--- src/rtl/serial_magnitude_comparator.sv ---
// rtl/serial_magnitude_comparator.sv - digit-serial unsigned/signed magnitude comparator with start/done handshake
// Optional build macro: SERIAL_CMP_SIGNED_EN adds the is_signed input for two's complement compares.
module serial_magnitude_comparator #(
    parameter int WIDTH      = 16,
    parameter int DIGIT      = 4,
    parameter int EARLY_EXIT = 1
) (
    input  logic                                clk,
    input  logic                                rst,
    input  logic                                start_valid,
    output logic                                start_ready,
    input  logic [WIDTH-1:0]                    a,
    input  logic [WIDTH-1:0]                    b,
`ifdef SERIAL_CMP_SIGNED_EN
    input  logic                                is_signed,
`endif
    output logic                                done,
    output logic                                busy,
    output logic                                equal,
    output logic                                greater,
    output logic                                less,
    output logic [$clog2(WIDTH/DIGIT):0]        cmp_cycles
);

    localparam int NDIG = WIDTH / DIGIT;
    localparam int CW   = $clog2(NDIG) + 1;
    localparam int IW   = (NDIG > 1) ? $clog2(NDIG) : 1;

    typedef enum logic [1:0] {
        S_IDLE = 2'd0,
        S_RUN  = 2'd1,
        S_DONE = 2'd2
    } state_t;

    state_t            state_q, state_d;
    logic [WIDTH-1:0]  a_q, a_d;
    logic [WIDTH-1:0]  b_q, b_d;
    logic [IW-1:0]     idx_q, idx_d;
    logic [CW-1:0]     cnt_q, cnt_d;
    logic              found_q, found_d;
    logic              dir_q, dir_d;
    logic              signed_q, signed_d;
    logic              ready_q, ready_d;
    logic              busy_q, busy_d;
    logic              done_q, done_d;
    logic              equal_q, equal_d;
    logic              greater_q, greater_d;
    logic              less_q, less_d;
    logic [CW-1:0]     cmp_cycles_q, cmp_cycles_d;

    logic [DIGIT-1:0]  slice_a, slice_b;
    logic              slice_diff, first_diff, sign_hit, finish;
    logic              found_n, dir_n;
    logic [CW-1:0]     cnt_n;
    logic              sign_in;

`ifdef SERIAL_CMP_SIGNED_EN
    assign sign_in = is_signed;
`else
    assign sign_in = 1'b0;
`endif

    // Current digit compare and the decision whether this RUN cycle is the last one
    always_comb begin
        slice_a    = a_q[idx_q*DIGIT +: DIGIT];
        slice_b    = b_q[idx_q*DIGIT +: DIGIT];
        slice_diff = (slice_a != slice_b);
        first_diff = slice_diff && !found_q;
        cnt_n      = cnt_q + CW'(1);
        // Differing sign bits settle a signed compare on the very first RUN cycle
        sign_hit   = signed_q && (cnt_q == '0) && (a_q[WIDTH-1] != b_q[WIDTH-1]);
        found_n    = found_q || slice_diff || sign_hit;
        if (sign_hit) begin
            dir_n = !a_q[WIDTH-1];
        end else if (first_diff) begin
            dir_n = (slice_a > slice_b);
        end else begin
            dir_n = dir_q;
        end
        finish = sign_hit || (first_diff && (EARLY_EXIT != 0)) || (idx_q == '0);
    end

    // Next-state and registered-output computation for the IDLE/RUN/DONE sequence
    always_comb begin
        state_d      = state_q;
        a_d          = a_q;
        b_d          = b_q;
        idx_d        = idx_q;
        cnt_d        = cnt_q;
        found_d      = found_q;
        dir_d        = dir_q;
        signed_d     = signed_q;
        ready_d      = ready_q;
        busy_d       = busy_q;
        done_d       = 1'b0;
        equal_d      = equal_q;
        greater_d    = greater_q;
        less_d       = less_q;
        cmp_cycles_d = cmp_cycles_q;
        case (state_q)
            S_IDLE: begin
                if (start_valid && ready_q) begin
                    a_d      = a;
                    b_d      = b;
                    signed_d = sign_in;
                    idx_d    = IW'(NDIG - 1);
                    cnt_d    = '0;
                    found_d  = 1'b0;
                    dir_d    = 1'b0;
                    ready_d  = 1'b0;
                    busy_d   = 1'b1;
                    state_d  = S_RUN;
                end
            end
            S_RUN: begin
                cnt_d   = cnt_n;
                found_d = found_n;
                dir_d   = dir_n;
                if (finish) begin
                    equal_d      = !found_n;
                    greater_d    = found_n && dir_n;
                    less_d       = found_n && !dir_n;
                    cmp_cycles_d = cnt_n;
                    done_d       = 1'b1;
                    busy_d       = 1'b0;
                    state_d      = S_DONE;
                end else begin
                    idx_d = idx_q - IW'(1);
                end
            end
            S_DONE: begin
                ready_d = 1'b1;
                state_d = S_IDLE;
            end
            default: begin
                ready_d = 1'b1;
                busy_d  = 1'b0;
                state_d = S_IDLE;
            end
        endcase
    end

    // State and output registers; reset discards any compare in flight
    always_ff @(posedge clk or posedge rst) begin
        if (rst) begin
            state_q      <= S_IDLE;
            a_q          <= '0;
            b_q          <= '0;
            idx_q        <= '0;
            cnt_q        <= '0;
            found_q      <= 1'b0;
            dir_q        <= 1'b0;
            signed_q     <= 1'b0;
            ready_q      <= 1'b1;
            busy_q       <= 1'b0;
            done_q       <= 1'b0;
            equal_q      <= 1'b0;
            greater_q    <= 1'b0;
            less_q       <= 1'b0;
            cmp_cycles_q <= '0;
        end else begin
            state_q      <= state_d;
            a_q          <= a_d;
            b_q          <= b_d;
            idx_q        <= idx_d;
            cnt_q        <= cnt_d;
            found_q      <= found_d;
            dir_q        <= dir_d;
            signed_q     <= signed_d;
            ready_q      <= ready_d;
            busy_q       <= busy_d;
            done_q       <= done_d;
            equal_q      <= equal_d;
            greater_q    <= greater_d;
            less_q       <= less_d;
            cmp_cycles_q <= cmp_cycles_d;
        end
    end

    assign start_ready = ready_q;
    assign busy        = busy_q;
    assign done        = done_q;
    assign equal       = equal_q;
    assign greater     = greater_q;
    assign less        = less_q;
    assign cmp_cycles  = cmp_cycles_q;

endmodule

--- config.mk ---
export PLATFORM = sky130hd
export DESIGN_NAME = serial_magnitude_comparator
export DESIGN_NICKNAME = d
export VERILOG_FILES = /design/src/rtl/serial_magnitude_comparator.sv
export SDC_FILE = /design/constraint.sdc
export NUM_CORES = 1
export LEC_CHECK = 0
export ABC_AREA = 1
export CORE_ASPECT_RATIO = 0.6
export CORE_MARGIN = 2
export CORE_UTILIZATION = 53
export CTS_BUF_LIST = sky130_fd_sc_hd__clkbuf_8
export DETAILED_ROUTE_END_ITERATION = 8
export PLACE_DENSITY_LB_ADDON = 0.12
export SETUP_SLACK_MARGIN = 0.05
export SLEW_MARGIN = 20
export SYNTH_ARGS = -nofsm -noshare
export SYNTH_HDL_FRONTEND = slang
export SYNTH_SLANG_ARGS = --single-unit
--- constraint.sdc ---
create_clock -name clk -period 2.95 [get_ports clk]
set_clock_uncertainty 0.2 [all_clocks]
set_input_delay 0.4425 -clock clk [delete_from_list [all_inputs] [get_ports clk]]
set_output_delay 0.4425 -clock clk [all_outputs]
set_load 0.005 [all_outputs]
==> results of run 1 <==
-- flip-flops by register name (all words and copies together) (netlist names) --
signal / cells
a_q: 16
b_q: 16
busy: 1
cmp_cycles: 3
cnt_q: 3
dir_q: 1
done: 1
equal: 1
found_q: 1
greater: 1
idx_q: 2
less: 1
start_ready: 1
state_q: 2
-- cells in the mapped netlist --
cell,count,area share
a21oi_1,7,0.015
a32o_1,4,0.018
buf_2,7,0.015
buf_4,2,0.0066
clkbuf_1,2,0.0033
clkinv_1,1,0.0016
dfrtp_1,49,0.54
dfstp_2,1,0.012
ha_1,6,0.033
inv_1,14,0.023
inv_2,2,0.0033
nand2_1,138,0.23
nand3_1,7,0.015
nor2_1,14,0.023
nor3_4,1,0.0072
o21ai_0,17,0.037
o21ai_2,1,0.0039
o22ai_1,4,0.011
xnor2_1,1,0.0039
-- power breakdown --
group	internal (W)	total, W	switching (W)
Sequential	0.00101	0.00123	0.000222
Clock	0.000250	0.000462	0.000212
Combinational	0.000574	0.00138	0.000809
Total	0.00183	0.00308	0.00124
-- metal layers --
metal | GRT usage | vias to the layer above | wire length, um
li1 | - | 960 | -
met1 | 0.350 | 837 | 2620
met2 | 0.320 | 40 | 1840
met3 | 0.0513 | 4 | 232
met4 | 0.0455 | 0 | 21
met5 | 0 | - | 0
-- placed cells by master (no fill, tap or decap), types with 2 or more instances in the layout --
cell	count
nand3_1	7
inv_1	13
o21ai_0	17
a32o_1	4
ha_1	6
inv_2	3
a21oi_1	7
clkdlybuf4s50_1	43
o22ai_1	4
buf_4	2
dfrtp_1	49
nand2_1	138
clkinv_2	2
nor2_1	14
clkbuf_8	5
-- how the worst max path moves through the flow --
stage | slack, ns | end | cells past startpoint
floorplan | 0.68 | cmp_cycles[2] | 12
global placement | 0.57 | cmp_cycles[2] | 9
detailed placement | 0.48 | cmp_cycles[1] | 9
CTS | 0.45 | equal | 9
global route | 0.08 | equal | 10
finish | 0.47 | equal | 9
-- cell families (layout without fill, tap and decap cells) --
logic type      count (synthesis)  count (layout)
fa+ha+maj                       6               6
compound gates                 33              33
flops                          50              50
simple gates                  160             160
buf+inv                        28              71
xor+xnor                        1               1
-- metrics by stage --
step / area [um2] / std cells / worst slack, ns / total power, W
2_1_floorplan: 2270 / 278 / 0.679 / 0.00219
3_3_place_gp: 2760 / 373 / 0.573 / 0.00257
3_5_place_dp: 2760 / 373 / 0.479 / 0.00262
4_1_cts: 2870 / 381 / 0.455 / 0.00309
5_1_grt: 2870 / 381 / 0.0784 / 0.00341
6_report: 2870 / 381 / 0.469 / 0.00308
-- tightest hold or removal path, stage by stage (launching register included) --
cell	delay (ns)
dfrtp_1	0.35
nand2_1	0.05
nand2_1	0.05
-- final cells by class --
type | count | area, um2
fill | 363 | 1260
sequential | 50 | 1250
multi-input combinational | 200 | 900
timing repair buffer | 46 | 465
tap | 60 | 75.1
clock buffer | 5 | 68.8
inverter | 17 | 63.8
clock inverter | 3 | 40.0
==> metrics.cfg, run 1 <==
[logic_synthesis]
synth_seq_cells = 50
synthXorXnorAreaFrac = 0.00385
ys_types = 19
synth.avg_cell_area_um2 = 8.18
synthSimpleGateAreaFrac = 0.274
yosys_warnings = 0
syn-cell-area_um2 = 2270
synth_top_family_by_area = simple AND/OR/NAND/NOR gates
synthAdderAreaFrac = 0.0330
synth_seq_area_share = 0.551
yosys-mux-area-fraction = 0
synth_fp_nets = 319
synth_compound_area_frac = 0.0853
synthesis.instances = 278

[clocking]
post_cts_buffers = 0
cts_buffer_depth = 2
cts_resized = 0
cts_root_buf = clkbuf_8
holdBufCountCts = 0
h-tree-depth = 2
worstSkewPairLatency_ns = 0.30
clk_pin_slew_ns = 0.09
cts.sinks = 50
cts_buffers = 5
cts_tree = yes

[critical_path]
worstPathRequired_ns = 2.92
cp_num_buf_inv = 1
slowest_delay_ns = 0.36
crit_path_cell_trace = clkinv_1 -> o21ai_0 -> o22ai_1 -> ha_1 -> nand2_1 -> o21ai_2 -> nand2_1 -> nand2_1 -> o21ai_0
ff2ff_path_depth = 9
crit_top_cell = nand2_1
path_delay_family = compound AO/OA/AOI/OAI gates
critPathKind = reg -> reg
start_kind = flop
cp_slowest_cell = dfrtp_1
worst_setup_path_end_kind = flop
critPathLaunch = idx_q[0]
r2r_slack_ns = 0.47
rr_startpoint = idx_q[0]
arrival_ns = 2.45
crit_path_max_fanout = 18
r2r-end = equal

[power]
ir_drop_mv = 0.542
p_leak_nw = 1.46
powerDensity_nw_per_um2 = 1070

[job]
max_cap_viol_count = 0

[global_route]
grt_pass1_wl_um = 8020
grt_pass1_vias = 1688
antenna_found_initial = 0
grt_max_degree = 38
gr-total-overflow = 0
grt_usage = 0.224

[cells_and_area]
nets = 361
antennaDiodeCount = 0
utilization = 0.695
drive_above_1_share = 0.0530
area_growth_pct = 26.0

[worst_hold_path]
whs_path_depth = 2
min_path_type = reg -> reg
min_from = a_q[11]
whs_endpoint = a_q[11]

[floorplanning]
chipWidth_um = 88.6
boundaryPins = 44
die_h_um = 54.7
initial_core_util = 0.552
core_um2 = 4120
rows = 18
die_area_um2 = 4850

[timing]
rsz0062_at_grt = false
relSlewSlack = 0.618
setup_viol = 0
slew_violations = 0
period_share = 0.841
finalHoldWorstSlack_ns = 0.277
fmax_mhz = 403
hold_viol = 0
fin_crit_ns = 2.48
tightest_slew_ns = 0.573
final.setup.tns_ns = 0

[placed_design]
io_buffer_count = 43
gp_congestion = 0.854
post-dp-hpwl_um = 3420

[routing]
vias_per_cell = 4.83
first_iter_violations = 127
via_count = 1841
ant_nets = 0
dr.pass1.iters = 6
routed_wl_um = 4720
drc = 0
wl_per_cell_um = 12.4

[run_status]
status = complete, no violations

(Power assumes the default switching activity.)
==> run 2: changes to the inputs <==
clock period = 2.3 ns   (was 2.95 ns; I/O delays follow)
==> run 2 against run 1 <==
Combinational power up 49%; first-iteration DRC count shrank 37%; sequential power up 30%; clock power rose by 25%; global-route usage shrank 0.86 points; sequential cell count did not move; wire length up 2.0%; critical path depth increased by 2; register-to-register slack worse by 0.33 ns; highest routed layer unchanged.
==> metrics.cfg, run 2 (synthesized netlist as in run 1, its figures left out) <==
[cells_and_area]
drive_above_1_share = 0.113  ; +0.0598
final_area_um2 = 2970  ; +3.8%
biggestRegsByFlops = a_q: 16 flops, b_q: 16 flops
antennaDiodeCount = 0  ; unchanged
regArea_um2 = 1250  ; about the same
mostFrequentLayoutCells = 134 x nand2_1, 48 x dfrtp_1, 43 x clkdlybuf4s50_1, 13 x o21ai_0, 13 x nor2_1
utilization = 0.722  ; +0.0264
multi_input_area_um2 = 955  ; +6.1%
final_common_cell = nand2_1
area_growth_pct = 30.8
nFillCells = 327  ; -9.9%
nets = 368  ; +1.9%

[global_route]
gr-usage-met3 = 0.0618  ; +0.0106
met2_usage = 0.276  ; -0.0439
antenna_found_initial = 0  ; unchanged
grt_usage = 0.216  ; -0.00857
gr-total-overflow = 0  ; unchanged
grt_max_degree = 38  ; unchanged
met1_usage = 0.344  ; -0.00621
busiest_layer = met1
grt_pass1_vias = 1612  ; -4.5%
grt_pass1_wl_um = 7620  ; -5.0%

[floorplanning]
die_area_um2 = 4850  ; unchanged
chipWidth_um = 88.6  ; unchanged
core_um2 = 4120  ; unchanged
initial_core_util = 0.552  ; unchanged
boundaryPins = 44  ; unchanged
die_h_um = 54.7  ; unchanged
rows = 18  ; unchanged

[critical_path]
crit_path_cell_trace = buf_6 -> nand2_1 -> a32o_1 -> ha_4 -> nand2_2 -> o21ai_2 -> buf_4 -> nand3_2 -> nand2_2 -> nand2_1 -> nand2_1
rr_startpoint = idx_q[0]
start_kind = flop
critPathLaunch = idx_q[0]
slowest_delay_ns = 0.47  ; +0.11 ns
worstPathRequired_ns = 2.34  ; -0.58 ns
crit_top_cell = nand2_1
worst_setup_path_end_kind = flop
cp_slowest_cell = dfrtp_2
crit_path_max_fanout = 7  ; -11
arrival_ns = 2.20  ; -0.25 ns
critPathKind = reg -> reg

[timing]
relSlewSlack = 0.603  ; -0.0146
setup_viol = 0  ; unchanged
rsz0062_at_grt = true
tightest_slew_ns = 0.595  ; +0.0219 ns
hold_viol = 0  ; unchanged
period_share = 0.937  ; +0.0966
fin_crit_ns = 2.16  ; -0.324 ns
fmax_mhz = 464  ; +15%
slew_violations = 0  ; unchanged

[placed_design]
post-dp-hpwl_um = 3470  ; +1.3%
place_area_um2 = 2790  ; +1.2%
gp_congestion = 0.856  ; +0.28%
io_buffer_count = 43  ; unchanged

[power]
powerDensity_nw_per_um2 = 1420  ; +32%
ir_drop_mv = 0.640  ; +18%
p_leak_nw = 1.50  ; +2.9%
total_power_w = 0.00423  ; +37%

[clocking]
cts_buffer_depth = 2  ; unchanged
h-tree-depth = 2  ; unchanged
holdBufCountCts = 0  ; unchanged
cts_root_buf = clkbuf_8
worstSkewPairLatency_ns = 0.30  ; about the same
clk_pin_slew_ns = 0.08  ; about the same
cts.sinks = 50  ; unchanged
cts_buffers = 5  ; unchanged
cts_tree = yes

[worst_hold_path]
min_path_type = in -> async

[routing]
dr.pass1.iters = 4  ; -2
via_count = 1891  ; +2.7%
drc = 0  ; unchanged
vias_per_cell = 4.87  ; +0.86%
first_iter_violations = 80  ; -37%
wl_per_cell_um = 12.4  ; +0.15%
routed_wl_um = 4810  ; +2.0%
ant_nets = 0  ; unchanged

[run_status]
status = complete, no violations

[job]
max_cap_viol_count = 0  ; unchanged

run 2: cell count changes in the layout (fill, tap and decap cells not counted), moves of 3 or more:
| cell | before | now |
|---|---|---|
| nand2_2 | 0 | 3 |
| o21ai_0 | 17 | 13 |
| clkbuf_8 | 5 | 8 |
| nand2_1 | 138 | 134 |
| buf_4 | 2 | 7 |
run 2: worst max-delay path: cells and delay by family, from the launching register on:
family          cells  cell delay [ns]
buf+inv             2             0.29
simple gates        6             0.43
fa+ha+maj           1             0.28
compound gates      2             0.42
flops               1             0.47
run 2: area by class of cell:
cell class | instances | share of cell area
Timing Repair Buffer | 52 | 0.170
Multi-Input combinational cell | 200 | 0.321
Sequential cell | 50 | 0.422
Inverter | 17 | 0.0231
Timing Repair inverter | 1 | 0.00210
Clock buffer | 8 | 0.0370
Tap cell | 60 | 0.0252
run 2: final timing paths:
check	slack (ns)	end	cells past startpoint
worst max-delay path	0.14	idx_q[0]	11
worst min-delay path	0.15	equal	2
worst max register to register	0.14	idx_q[0]	11
worst min register to register	0.28	a_q[3]	2
max in group asynchronous	1.13	b_q[6]	3
min in group clk	0.28	a_q[3]	2
run 2: power breakdown:
group          internal, W  switching (W)
Clock             0.000304       0.000274
Combinational     0.000903        0.00115
Sequential         0.00130       0.000299
Total              0.00251        0.00173
run 2: layer usage:
metal,up-vias,routed length (um)
li1,975,-
met1,866,2660
met2,46,1830
met3,4,297
met4,0,35
met5,-,0
run 2: through the flow:
stage | TNS (ns) | std cells | worst slack [ns] | hold WS [ns]
3_3_place_gp | 0 | 379 | 0.0866 | 0.260
2_1_floorplan | 0 | 278 | 0.106 | 0.237
5_1_grt | 0 | 388 | 0.0493 | 0.181
4_1_cts | 0 | 387 | 0.0593 | 0.156
6_report | 0 | 388 | 0.144 | 0.150
3_5_place_dp | -0.102 | 379 | -0.0500 | 0.261
run 2: what timing repair did:
action / CTS / global route
pin swaps: 0 / 2
gates resized for setup: 4 / 17
gates cloned: 0 / 1
setup buffers: 0 / 0
setup endpoints to repair: 10 / 9
==> run 3: changes to the inputs <==
HOLD_SLACK_MARGIN = 0.12   (was unset)
==> results of run 3 <==
No change in the layout: final DEF, timing and power equal those of run 2.
